$ cat src/rtl/hazard_ctrl_pkg.sv
// rtl/hazard_ctrl_pkg.sv - shared constants and state encoding for the decode-stage hazard controller
package hazard_ctrl_pkg;

  localparam int HC_REG_W    = 3;
  localparam int HC_SB_DEPTH = 3;
  localparam int HC_CNT_W    = 16;

  // 2'b11 is unused; the FSM recovers from it by returning to ST_RUN.
  typedef enum logic [1:0] {
    ST_RUN    = 2'b00,
    ST_DRAIN  = 2'b01,
    ST_HALTED = 2'b10
  } hc_state_t;

endpackage

$ cat src/rtl/hazard_ctrl_sb.sv
// rtl/hazard_ctrl_sb.sv - in-flight register-write scoreboard with RAW compare
//  clk, rst             clock, synchronous active-high reset
//  issue_v, issue_reg   write entering EX this cycle (v=0 for bubbles/flushes)
//  rs_sel/rs_used       first source of the ID instruction
//  rt_sel/rt_used       second source of the ID instruction
//  hazard               ID source matches a pending write in EX or MEM
//  sb_empty             no valid entry in EX, MEM or WB
module hazard_sb
  import hazard_ctrl_pkg::*;
#(
  parameter int REG_W    = HC_REG_W,
  parameter int SB_DEPTH = HC_SB_DEPTH
) (
  input  logic             clk,
  input  logic             rst,
  input  logic             issue_v,
  input  logic [REG_W-1:0] issue_reg,
  input  logic [REG_W-1:0] rs_sel,
  input  logic             rs_used,
  input  logic [REG_W-1:0] rt_sel,
  input  logic             rt_used,
  output logic             hazard,
  output logic             sb_empty
);

  // Valid bits cover every stage (drain needs WB too); the register number is
  // only kept for the stages that are compared, since WB reads are bypassed.
  logic [SB_DEPTH-1:0] sb_v;
  logic [REG_W-1:0]    sb_reg [SB_DEPTH-1];

  always_ff @(posedge clk) begin
    if (rst) begin
      sb_v <= '0;
      for (int i = 0; i < SB_DEPTH-1; i++) sb_reg[i] <= '0;
    end else begin
      sb_v      <= {sb_v[SB_DEPTH-2:0], issue_v};
      sb_reg[0] <= issue_reg;
      for (int i = 1; i < SB_DEPTH-1; i++) sb_reg[i] <= sb_reg[i-1];
    end
  end

  logic match_rs, match_rt;

  always_comb begin
    match_rs = 1'b0;
    match_rt = 1'b0;
    for (int i = 0; i < SB_DEPTH-1; i++) begin
      match_rs = match_rs | (sb_v[i] & (sb_reg[i] == rs_sel));
      match_rt = match_rt | (sb_v[i] & (sb_reg[i] == rt_sel));
    end
  end

  assign hazard   = (rs_used & match_rs) | (rt_used & match_rt);
  assign sb_empty = ~|sb_v;

endmodule

$ cat src/rtl/hazard_ctrl.sv
// rtl/hazard_ctrl.sv - decode-stage stall/bubble/flush/halt sequencing controller
//  clk, rst                   clock, synchronous active-high reset
//  id_*                       decoded fields of the instruction in ID
//  ex_branch_taken            branch in EX resolved taken this cycle
//  stall                      hold PC and IF/ID
//  bubble                     load NOP into ID/EX
//  flush                      squash IF/ID and the ID instruction
//  halt_done                  pipe empty after HALT; sticky until reset
//  stall_cycles               saturating count of stall cycles
module hazard_ctrl
  import hazard_ctrl_pkg::*;
#(
  parameter int REG_W    = HC_REG_W,
  parameter int SB_DEPTH = HC_SB_DEPTH,
  parameter int CNT_W    = HC_CNT_W
) (
  input  logic             clk,
  input  logic             rst,
  input  logic             id_valid,
  input  logic [REG_W-1:0] id_rs_sel,
  input  logic             id_rs_used,
  input  logic [REG_W-1:0] id_rt_sel,
  input  logic             id_rt_used,
  input  logic             id_regWrite,
  input  logic [REG_W-1:0] id_write_reg,
  input  logic             id_halt,
  input  logic             ex_branch_taken,
  output logic             stall,
  output logic             bubble,
  output logic             flush,
  output logic             halt_done,
  output logic [CNT_W-1:0] stall_cycles
);

  hc_state_t state_q, state_d;
  logic      hazard, sb_empty, issue_v;

  // Stalled or squashed instructions enter EX as bubbles.
  assign issue_v = id_valid & id_regWrite & ~stall & ~flush;

  hazard_sb #(
    .REG_W   (REG_W),
    .SB_DEPTH(SB_DEPTH)
  ) u_sb (
    .clk      (clk),
    .rst      (rst),
    .issue_v  (issue_v),
    .issue_reg(id_write_reg),
    .rs_sel   (id_rs_sel),
    .rs_used  (id_rs_used),
    .rt_sel   (id_rt_sel),
    .rt_used  (id_rt_used),
    .hazard   (hazard),
    .sb_empty (sb_empty)
  );

  always_ff @(posedge clk) begin
    if (rst) state_q <= ST_RUN;
    else     state_q <= state_d;
  end

  always_comb begin
    state_d   = state_q;
    stall     = 1'b0;
    bubble    = 1'b0;
    flush     = 1'b0;
    halt_done = 1'b0;
    case (state_q)
      ST_RUN: begin
        // A taken branch squashes the ID instruction, so its hazard is moot.
        flush  = ex_branch_taken;
        stall  = id_valid & hazard & ~ex_branch_taken;
        bubble = stall;
        if (id_valid & id_halt & ~hazard & ~ex_branch_taken) state_d = ST_DRAIN;
      end
      ST_DRAIN: begin
        if (ex_branch_taken) begin
          // The HALT was on the wrong path.
          flush   = 1'b1;
          state_d = ST_RUN;
        end else begin
          stall  = 1'b1;
          bubble = 1'b1;
          if (sb_empty) state_d = ST_HALTED;
        end
      end
      ST_HALTED: begin
        stall     = 1'b1;
        bubble    = 1'b1;
        halt_done = 1'b1;
      end
      default: state_d = ST_RUN;
    endcase
  end

  always_ff @(posedge clk) begin
    if (rst)
      stall_cycles <= '0;
    else if (stall && (stall_cycles != {CNT_W{1'b1}}))
      stall_cycles <= stall_cycles + 1'b1;
  end

endmodule

$ cat config.mk
export PLATFORM = sky130hd
export DESIGN_NAME = hazard_ctrl
export DESIGN_NICKNAME = d
export VERILOG_FILES = /design/src/rtl/hazard_ctrl_pkg.sv /design/src/rtl/hazard_ctrl_sb.sv /design/src/rtl/hazard_ctrl.sv
export SDC_FILE = /design/constraint.sdc
export NUM_CORES = 1
export LEC_CHECK = 0
export ABC_AREA = 1
export ABC_CLOCK_PERIOD_IN_PS = 2100
export CORE_MARGIN = 3
export CORE_UTILIZATION = 49
export DETAILED_ROUTE_END_ITERATION = 10
export PLACE_DENSITY_LB_ADDON = 0.2
export SYNTH_ARGS = -nofsm -noshare
export SYNTH_HDL_FRONTEND = slang
export SYNTH_SLANG_ARGS = --single-unit
$ cat constraint.sdc
create_clock -name clk -period 2.1 [get_ports clk]
set_input_delay 0.21 -clock clk [delete_from_list [all_inputs] [get_ports clk]]
set_output_delay 0.21 -clock clk [all_outputs]
set_load 0.03 [all_outputs]
==> Yosys cells after proc, flatten, opt, wreduce, memory -nomap -nowiden <==
Memories as Yosys holds them, arrays and structs flattened.
Index checks and enable logic that the tools add are counted.
{ "op_classes": {"n_addsub": 1, "n_eq_ne": 9, "muxes": 14, "n_bitwise": 24, "reduce_logical": 4} }
{ "op_table": {"columns": ["operator", "n"], "rows": [
  ["adder 16 x 1 -> 16 bit, second input constant", 1],
  ["inequality test 16 bit, second input constant", 1],
  ["bitwise AND 1 bit", 14],
  ["== test 3 bit", 4],
  ["two-way mux 1 bit", 6],
  ["two-way mux 2 bit", 3],
  ["two-way mux 3 bit", 2],
  ["one-hot mux 2 bit (3 select lines)", 1],
  ["inverter 1 bit", 5],
  ["OR 1 bit", 5],
  ["inequality test 3 bit, second input constant", 1],
  ["one-hot mux 1 bit (3 select lines)", 1],
  ["AND reduction 3 bit", 1],
  ["OR reduction 3 bit", 1],
  ["== test 2 x 1 -> 1 bit, second input constant", 1],
  ["== test 2 bit, second input constant", 1],
  ["logical NOT 2 bit", 1],
  ["inequality test 2 bit, second input constant", 1],
  ["one-hot mux 1 bit (2 select lines)", 1],
  ["logical AND 1 bit", 1]
]} }
{ "word_totals": {"register_bits": 21, "ram_bits": 6, "out_inout_bits": 20, "elab_cells": 56, "memories": 1} }
{ "mem_list": {"columns": ["name", "depth", "word_bits", "read_ports", "rd_clocked_by_memory_dff", "write_ports", "line", "rtl"], "rows": [
  ["u_sb.sb_reg", 2, 3, 2, 0, 2, "hazard_ctrl_sb.sv:29", "logic [REG_W-1:0] sb_reg [SB_DEPTH-1];"]
]} }

==> Longest topological paths before layout <==
Gate-level depths: netlist (run 1).
{ "logic_depth": {"ltp_word": 11, "ltp_mapped": 14} }

==> Hierarchy <==
From an unflattened synthesis (run 1), not the netlist that was laid out.
{ "unflattened": {"cells_unflattened": 257, "hier_area_um2": 1559.0} }
{ "by_module_without_submodules": {"columns": ["module", "instances", "cells_each", "area_per_inst_um2"], "rows": [
  ["hazard_ctrl", 1, 167, 1073.5],
  ["hazard_sb", 1, 90, 485.5]
]} }

==> Worst setup path before layout (run 1) <==
OpenSTA, ideal clock, no wires.
{ "synth_timing": {"kind": "register to register", "from": "reg stall_cycles[0]", "to": "reg stall_cycles[0]", "arrival_time_ns": 1.819, "slack_ns": 0.165, "stages_incl_launch_ff": 10, "path_buffers": 1, "path_cell_list": "dfxtp_1 -> ha_1 -> nand2_1 -> nor3_4 -> nand3_2 -> nor2_2 -> nand2_4 -> buf_2 -> a21oi_1 -> nor2_1"} }
{ "synth_via": {"elab_chain_cells": 2} }
{ "synth_lines": {"columns": ["item", "line", "rtl"], "rows": [
  ["start, declared", "hazard_ctrl.sv:32", "output logic [CNT_W-1:0] stall_cycles"],
  ["start signal, assigned", "hazard_ctrl.sv:100", "stall_cycles <= stall_cycles + 1'b1;"],
  ["parallel branches: the longest is 2 deep, another holds adder 16 x 1 -> 16 bit", null, null]
]} }
Parallel ways; which one is timed is not known.
A chain may end at the register's enable or synchronous reset.

==> Final worst setup path (run 1) <==
{ "layout_timing": {"from": "in id_rt_sel[0]", "to": "out bubble"} }
{ "layout_via": {"elab_chain_cells": 8} }
{ "layout_lines": {"columns": ["item", "line", "rtl"], "rows": [
  ["start, declared", "hazard_ctrl.sv:22", "input logic [REG_W-1:0] id_rt_sel,"],
  ["== test 3 bit", "hazard_ctrl_sb.sv:49", "match_rt = match_rt | (sb_v[i] & (sb_reg[i] == rt_sel));"],
  ["bitwise AND 1 bit", "hazard_ctrl_sb.sv:49", null],
  ["OR 1 bit (*)", "hazard_ctrl_sb.sv:49", null],
  ["bitwise AND 1 bit (*)", "hazard_ctrl_sb.sv:53", "assign hazard = (rs_used & match_rs) | (rt_used & match_rt);"],
  ["OR 1 bit (*)", "hazard_ctrl_sb.sv:53", null],
  ["bitwise AND 1 bit (*) (2 in a row)", "hazard_ctrl.sv:72", "stall = id_valid & hazard & ~ex_branch_taken;"],
  ["one-hot mux 1 bit (3 select lines) (*)", "hazard_ctrl.sv:68", "case (state_q)"],
  ["end, declared", "hazard_ctrl.sv:29", "output logic bubble,"]
]} }
Mark *: on every way between the ends. The rest lies on a longest branch, timed or not.

==> results of run 1 <==
[final cells by class]
cell class	instances	area (sq um)	share of cell area, %
Clock buffer	4	26.3	1.29
Inverter	29	109	5.35
Sequential cell	27	541	26.6
Tap cell	44	55.1	2.71
Timing Repair Buffer	40	398	19.6
Multi-Input combinational cell	180	906	44.5
[power groups by stage]
stage	sequential [mW]	combinational, mW	clock [mW]
3_3_place_gp	0.539	0.117	0
4_1_cts	0.528	0.118	0.228
6_report	0.528	0.119	0.215
5_1_grt	0.530	0.133	0.259
3_5_place_dp	0.539	0.117	0
2_1_floorplan	0.540	0.0643	0
[what timing repair did]
action / CTS / global route
hold buffers: 0 / 0
resized for setup: 0 / 2
setup endpoints to repair: 0 / 3
[worst max-delay path: cells and delay by family]
kind / cells / cell delay [ps]
simple gates: 9 / 710
buf+inv: 3 / 770
[per-stage QoR]
stage | util [%] | setup WS, ps | hold slack (ps) | power, mW
3_3_place_gp | 64.8 | 96.7 | 454 | 0.657
4_1_cts | 65.7 | 137 | 391 | 0.875
5_1_grt | 66.1 | -3.15 | 386 | 0.922
2_1_floorplan | - | 165 | 317 | 0.604
3_5_place_dp | 64.8 | 74.8 | 457 | 0.657
6_report | 66.1 | 197 | 401 | 0.862
[per-layer routing]
layer	up-vias	part of all wire [%]	GRT usage [%]
met3	4	4.5	3.74
met5	-	0	0
met2	34	47	32.8
li1	828	-	-
met1	673	47	24.0
met4	0	0.96	5.79
[cells in the final DEF, fill, tap and decap left out, types with 2 or more instances in the layout]
master                             n
sky130_fd_sc_hd__inv_2             5
sky130_fd_sc_hd__clkbuf_4          3
sky130_fd_sc_hd__a21oi_1          11
sky130_fd_sc_hd__xor2_1           11
sky130_fd_sc_hd__inv_1            24
sky130_fd_sc_hd__nand2_4           2
sky130_fd_sc_hd__nand3_1          24
sky130_fd_sc_hd__nor3_1            8
sky130_fd_sc_hd__nand2_1          72
sky130_fd_sc_hd__nor2_1           35
sky130_fd_sc_hd__a21oi_2           7
sky130_fd_sc_hd__clkdlybuf4s50_1  34
sky130_fd_sc_hd__buf_4             5
sky130_fd_sc_hd__dfxtp_1          27
sky130_fd_sc_hd__xnor2_1           3
[cell families (layout without fill, tap and decap cells)]
logic type,count (synthesis),count (layout),synth area share (%)
and+or+nand+nor,146,146,39.7
xor gates and xnor gates,14,14,7.69
AOI/OAI and AO/OA,19,19,7.76
adders and majority gates,1,1,0.784
buffers and inverters,37,73,10.2
DFF,27,27,33.9
[how the worst max path moves through the flow]
stage,to,slack [ps]
after detailed placement,stall_cycles[11]$_SDFFE_PP0P_,70
after global routing,bubble,-3
after CTS,bubble,140
after global placement,stall_cycles[11]$_SDFFE_PP0P_,100
after floorplan,stall_cycles[0]$_SDFFE_PP0P_,170
final,bubble,200
==> flow_metrics.env, run 1 <==
export IMPL_outcome="completed"
export IMPL_worst_path_largest_cell_delay_ps=500
export IMPL_cp_cell_sequence="clkdlybuf4s50_1 -> inv_1 -> nand2_1 -> nand2_1 -> nor2_1 -> nand2_1 -> nand2_1 -> nand2_1 -> nand2_1 -> nand2_1 -> nand2_4 -> buf_4"
export IMPL_via_count_of_the_first_global_routing_pass=1508
export IMPL_detail_route_iter0_violations=73
export IMPL_postCtsSetupRepairBufs=0
export IMPL_reg2regPathDepth=9
export IMPL_layout_cell_area_non_filler_sq_mm=0.00203
export IMPL_ff2ff_setup_slack_ps=220
export IMPL_tritoncts="yes"
export IMPL_min_path_type="primary input to register"
export IMPL_placedInstanceArea_sq_mm=0.00199
export IMPL_dieArea_sq_mm=0.00398
export IMPL_cts_num_sinks=27
export IMPL_crit_type="primary input to primary output"
export IMPL_routability_congestion_estimate_from_global_placement=0.938
export IMPL_height_of_the_die_microns=63.1
export IMPL_ys_flop_type="sky130_fd_sc_hd__dfxtp_1"
export IMPL_synth_warnings=0
export IMPL_timing_critical_path_to_type="primary output"
export IMPL_netlist_area_sq_mm=0.00160
export IMPL_gr_total_overflow=0
export IMPL_via_per_inst=4.75
export IMPL_internal_power_mw=0.651
export IMPL_detailedPlacementHpwl_microns=2650
export IMPL_vdd_drop_max_uv=315
export IMPL_clkPwrFrac_pct=25.0
export IMPL_min_delay_start="id_write_reg[2]"
export IMPL_synth_async_sr_flop_share_pct=0
export IMPL_slew_violations=0
export IMPL_timing_critical_path_mode_cell="sky130_fd_sc_hd__nand2_1"
export IMPL_drt_drc_violations_left=0
export IMPL_post_synth_num_cell_types=23
export IMPL_p_sw_share_pct=24.5
export IMPL_worstMarginPinSlew_ps=486
export IMPL_synth_edff_count=0
export IMPL_finClkSkew_ps=4.05
export IMPL_clkLatencyLatePin_ps=310
export IMPL_netlist_top_cell_by_area="sky130_fd_sc_hd__dfxtp_1"
export IMPL_critical_path_max_fanout=15
export IMPL_worstHoldPathCells=3
export IMPL_io_pins=37
export IMPL_seq_power_share_pct=61.3
export IMPL_ctsHtreeMaxLevel=1
export IMPL_vias_after_detailed_routing=1539
export IMPL_powerDensity_mw_per_mm2=424
export IMPL_final_setup_violations=0
export IMPL_grt_first_pass_wirelength_microns=6300
export IMPL_critPathLaunch="id_rt_sel[0]"
export IMPL_synth_net_count=262
export IMPL_synth_cells=244
export IMPL_largest_register_ff_count=16
export IMPL_most_common_cell_in_the_synthesized_netlist="sky130_fd_sc_hd__nand2_1"
export IMPL_clock_path_buffers=2
export IMPL_firstDrtPassIters=6
export IMPL_worstPathRequired_ps=1890
export IMPL_r2r_end="stall_cycles[14]$_SDFFE_PP0P_"
export IMPL_port_buffers=36
export IMPL_ys_top_cells_by_area="sky130_fd_sc_hd__dfxtp_1 (34%), sky130_fd_sc_hd__nand2_1 (17%), sky130_fd_sc_hd__nor2_1 (8.2%), sky130_fd_sc_hd__nand3_1 (7.5%), sky130_fd_sc_hd__xor2_1 (6.0%)"
export IMPL_finalNonFillerCells=324
export IMPL_final_min_clock_period_ps=1900
export IMPL_max_freq_mhz=525
export IMPL_drt_antenna_violating_nets=0
export IMPL_finalNetCount=299
export IMPL_grt_total_usage_pct=19.1
export IMPL_finalHoldViolations=0
export IMPL_r2r_start="stall_cycles[0]$_SDFFE_PP0P_"
export IMPL_core_area_sq_mm=0.00308
export IMPL_cap_viol_max_count=0
export IMPL_layout_drive_gt1_share_pct=10.0
export IMPL_setup_worst_path_start_class="primary input"
export IMPL_clk_transition_reported_paths_ps=130
export IMPL_power_net_switching_mw=0.211
export IMPL_n_fill_cell=306
export IMPL_rows=20
export IMPL_routed_wire_length_per_instance_microns=10.6
export IMPL_antenna_cells=0
export IMPL_numPlacedInstances=320
export IMPL_relSlewSlack_pct=67.5
export IMPL_synthToLayoutAreaGrowth_pct=27.5
export IMPL_synth_top_area_share_pct=33.9
export IMPL_period_share_pct=90.6
export IMPL_grt_max_degree=19
export IMPL_synth_seq_cells=27
export IMPL_synthesis_area_per_instance_sq_um=6.54
export IMPL_timing_critical_path_arrival_ps=1690
export IMPL_ys_seq_area_share_pct=33.9
export IMPL_routed_wirelength_microns=3430
export IMPL_fin_setup_tns_ps=0
export IMPL_starting_utilization_of_the_core_area_pct=51.8
export IMPL_die_width_microns=63.1
export IMPL_comb_power_share_pct=13.8
export IMPL_antenna_found_initial=0
export IMPL_clock_root_buffer="sky130_fd_sc_hd__clkbuf_4"
export IMPL_cts_buffers_inserted=3
export IMPL_hold_end="u_sb.sb_reg[0][2]$_SDFF_PP0_"
export IMPL_p_leak_nw=0.834
export IMPL_worst_path_max_delay_cell="sky130_fd_sc_hd__clkdlybuf4s50_1"
export IMPL_post_synth_most_frequent_cells="sky130_fd_sc_hd__nand2_1 (72), sky130_fd_sc_hd__nor2_1 (35), sky130_fd_sc_hd__dfxtp_1 (27)"
(Power assumes the default switching activity.)
==> inputs of run 2 (changes only) <==
--- a/config.mk
+++ b/config.mk
@@ -10,6 +10,7 @@
 export CORE_MARGIN = 3
 export CORE_UTILIZATION = 49
 export DETAILED_ROUTE_END_ITERATION = 10
+export HOLD_SLACK_MARGIN = 0.12
 export PLACE_DENSITY_LB_ADDON = 0.2
 export SYNTH_ARGS = -nofsm -noshare
 export SYNTH_HDL_FRONTEND = slang
==> results of run 2 <==
Final layout, timing and power as in run 1 (identical DEF).
==> inputs of run 3 (changes only) <==
--- a/config.mk
+++ b/config.mk
@@ -6,9 +6,9 @@
 export NUM_CORES = 1
 export LEC_CHECK = 0
 export ABC_AREA = 1
-export ABC_CLOCK_PERIOD_IN_PS = 2100
 export CORE_MARGIN = 3
-export CORE_UTILIZATION = 49
+export CORE_UTILIZATION = 51
+export CTS_BUF_LIST = sky130_fd_sc_hd__clkbuf_8
 export DETAILED_ROUTE_END_ITERATION = 10
 export HOLD_SLACK_MARGIN = 0.12
 export PLACE_DENSITY_LB_ADDON = 0.2
==> flow_metrics.env, run 3 (synthesized netlist as in run 1, its figures left out) <==
export IMPL_outcome="completed"
export IMPL_period_share_pct=92.7
export IMPL_tritoncts="yes"
export IMPL_p_leak_nw=0.858
export IMPL_cts_hold_fix_buffers=0
export IMPL_min_path_type="primary input to register"
export IMPL_vias_after_detailed_routing=1569
export IMPL_totalPowerFinal_mw=0.937
export IMPL_rsz0062_at_grt="no"
export IMPL_routability_congestion_estimate_from_global_placement=0.899
export IMPL_dp_worst_setup_slack_ps=115
export IMPL_grt_met3_usage_pct=3.31
export IMPL_slew_violations=0
export IMPL_ff2ff_setup_slack_ps=230
export IMPL_worstPathBufferInverterCount=4
export IMPL_detailedPlacementHpwl_microns=2560
export IMPL_worstHoldPathCells=3
export IMPL_worstPathRequired_ps=1890
export IMPL_clkLatencyLatePin_ps=270
export IMPL_via_count_of_the_first_global_routing_pass=1300
export IMPL_critical_path_max_fanout=9
export IMPL_r2r_start="stall_cycles[0]$_SDFFE_PP0P_"
export IMPL_powerDensity_mw_per_mm2=454
export IMPL_n_fill_cell=237
export IMPL_worstMarginPinSlew_ps=319
export IMPL_dieArea_sq_mm=0.00384
export IMPL_core_area_sq_mm=0.00288
export IMPL_port_buffers=36
export IMPL_crit_type="primary input to primary output"
export IMPL_met2_usage_pct=28.0
export IMPL_globalRouteMet1Util_pct=27.9
export IMPL_hold_end="u_sb.sb_reg[0][0]$_SDFF_PP0_"
export IMPL_io_pins=37
export IMPL_cts_buffers_inserted=3
export IMPL_max_freq_mhz=514
export IMPL_layout_drive_gt1_share_pct=11.0
export IMPL_min_delay_start="id_write_reg[0]"
export IMPL_cap_viol_max_count=0
export IMPL_die_width_microns=61.9
export IMPL_timing_critical_path_arrival_ps=1740
export IMPL_drt_drc_violations_left=0
export IMPL_timing_critical_path_to_type="primary output"
export IMPL_grt_total_usage_pct=19.1
export IMPL_reg2regPathDepth=9
export IMPL_final_critical_path_setup_slack_ps=154
export IMPL_rows=19
export IMPL_mostFrequentLayoutCells="sky130_fd_sc_hd__nand2_1 (72), sky130_fd_sc_hd__nor2_1 (35), sky130_fd_sc_hd__clkdlybuf4s50_1 (34)"
export IMPL_vdd_drop_max_uv=330
export IMPL_grt_first_pass_wirelength_microns=5530
export IMPL_finalNetCount=302
export IMPL_antenna_found_initial=0
export IMPL_grt_busiest_layer="met2"
export IMPL_clk_transition_reported_paths_ps=90
export IMPL_finClkSkew_ps=2.13
export IMPL_cts_num_sinks=27
export IMPL_starting_utilization_of_the_core_area_pct=55.5
export IMPL_synthToLayoutAreaGrowth_pct=29.4
export IMPL_fin_setup_tns_ps=0
export IMPL_clock_path_buffers=2
export IMPL_routed_wirelength_microns=3530
export IMPL_timing_critical_path_mode_cell="sky130_fd_sc_hd__nand2_1"
export IMPL_worst_path_largest_cell_delay_ps=510
export IMPL_routed_wire_length_per_instance_microns=10.9
export IMPL_antenna_cells=0
export IMPL_firstDrtPassIters=5
export IMPL_r2r_end="stall_cycles[9]$_SDFFE_PP0P_"
export IMPL_finalHoldViolations=0
export IMPL_layout_cells_most_common="sky130_fd_sc_hd__nand2_1"
export IMPL_final_min_clock_period_ps=1950
export IMPL_final_setup_violations=0
export IMPL_cp_cell_sequence="clkdlybuf4s50_1 -> inv_1 -> nand2_1 -> nand2_1 -> nor2_1 -> nand2_1 -> nand2_1 -> nand2_1 -> nand2_1 -> nand2_1 -> nand2_4 -> buf_12 -> buf_4"
export IMPL_critical_path_top_delay_family="buffers and inverters"
export IMPL_clock_root_buffer="sky130_fd_sc_hd__clkbuf_8"
export IMPL_detail_route_iter0_violations=79
export IMPL_drt_antenna_violating_nets=0
export IMPL_relSlewSlack_pct=78.6
export IMPL_height_of_the_die_microns=61.9
export IMPL_grt_max_degree=26
export IMPL_worst_path_max_delay_cell="sky130_fd_sc_hd__clkdlybuf4s50_1"
export IMPL_via_per_inst=4.83
export IMPL_gr_total_overflow=0
export IMPL_setup_worst_path_start_class="primary input"
export IMPL_largest_register_ff_count=16
export IMPL_ctsHtreeMaxLevel=1
run 3: report_power, final:
part	total, mW	internal, mW	switching (mW)
Sequential	0.528	0.520	0.00751
Combinational	0.122	0.0582	0.0636
Clock	0.288	0.131	0.157
run 3: through the flow:
step	utilization, %	hold WS (ps)	cells	area (sq um)
6_report	71.8	445	325	2060
4_1_cts	70.8	444	322	2040
5_1_grt	71.8	462	325	2060
3_3_place_gp	69.2	461	318	1990
2_1_floorplan	-	317	244	1600
3_5_place_dp	69.2	459	318	1990
run 3: how the worst max path moves through the flow:
stage	from	end	slack [ps]	depth (start not counted)
final	id_rs_sel[0]	bubble	150	13
after global routing	id_rt_sel[0]	bubble	10	13
after CTS	id_rs_sel[0]	bubble	100	13
after detailed placement	id_rs_sel[0]	bubble	110	13
after global placement	id_rs_sel[0]	bubble	150	13
after floorplan	stall_cycles[0]$_SDFFE_PP0P_	stall_cycles[0]$_SDFFE_PP0P_	170	9
run 3: per-layer routing:
metal	part of all wire (%)	up-vias
li1	-	833
met1	52	690
met2	42	41
met3	5.2	5
met4	1.4	0
met5	0	-
run 3: cell type report:
type,count,area [sq um],area share [%]
Multi-Input combinational cell,180,897,43.5
Sequential cell,27,541,26.2
Timing Repair Buffer,43,420,20.4
Inverter,29,109,5.27
Tap cell,42,52.6,2.55
Clock buffer,3,41.3,2.00
Clock inverter,1,3.75,0.182
run 3: timing repair:
item,in CTS,in global routing
resized for setup,0,1
buffers inserted,0,3
setup endpoints to repair,0,1
run 3: worst min-delay path: stages:
cell and delay, ps:
sky130_fd_sc_hd__clkdlybuf4s50_1 390, sky130_fd_sc_hd__inv_1 50, sky130_fd_sc_hd__nor2_1 30
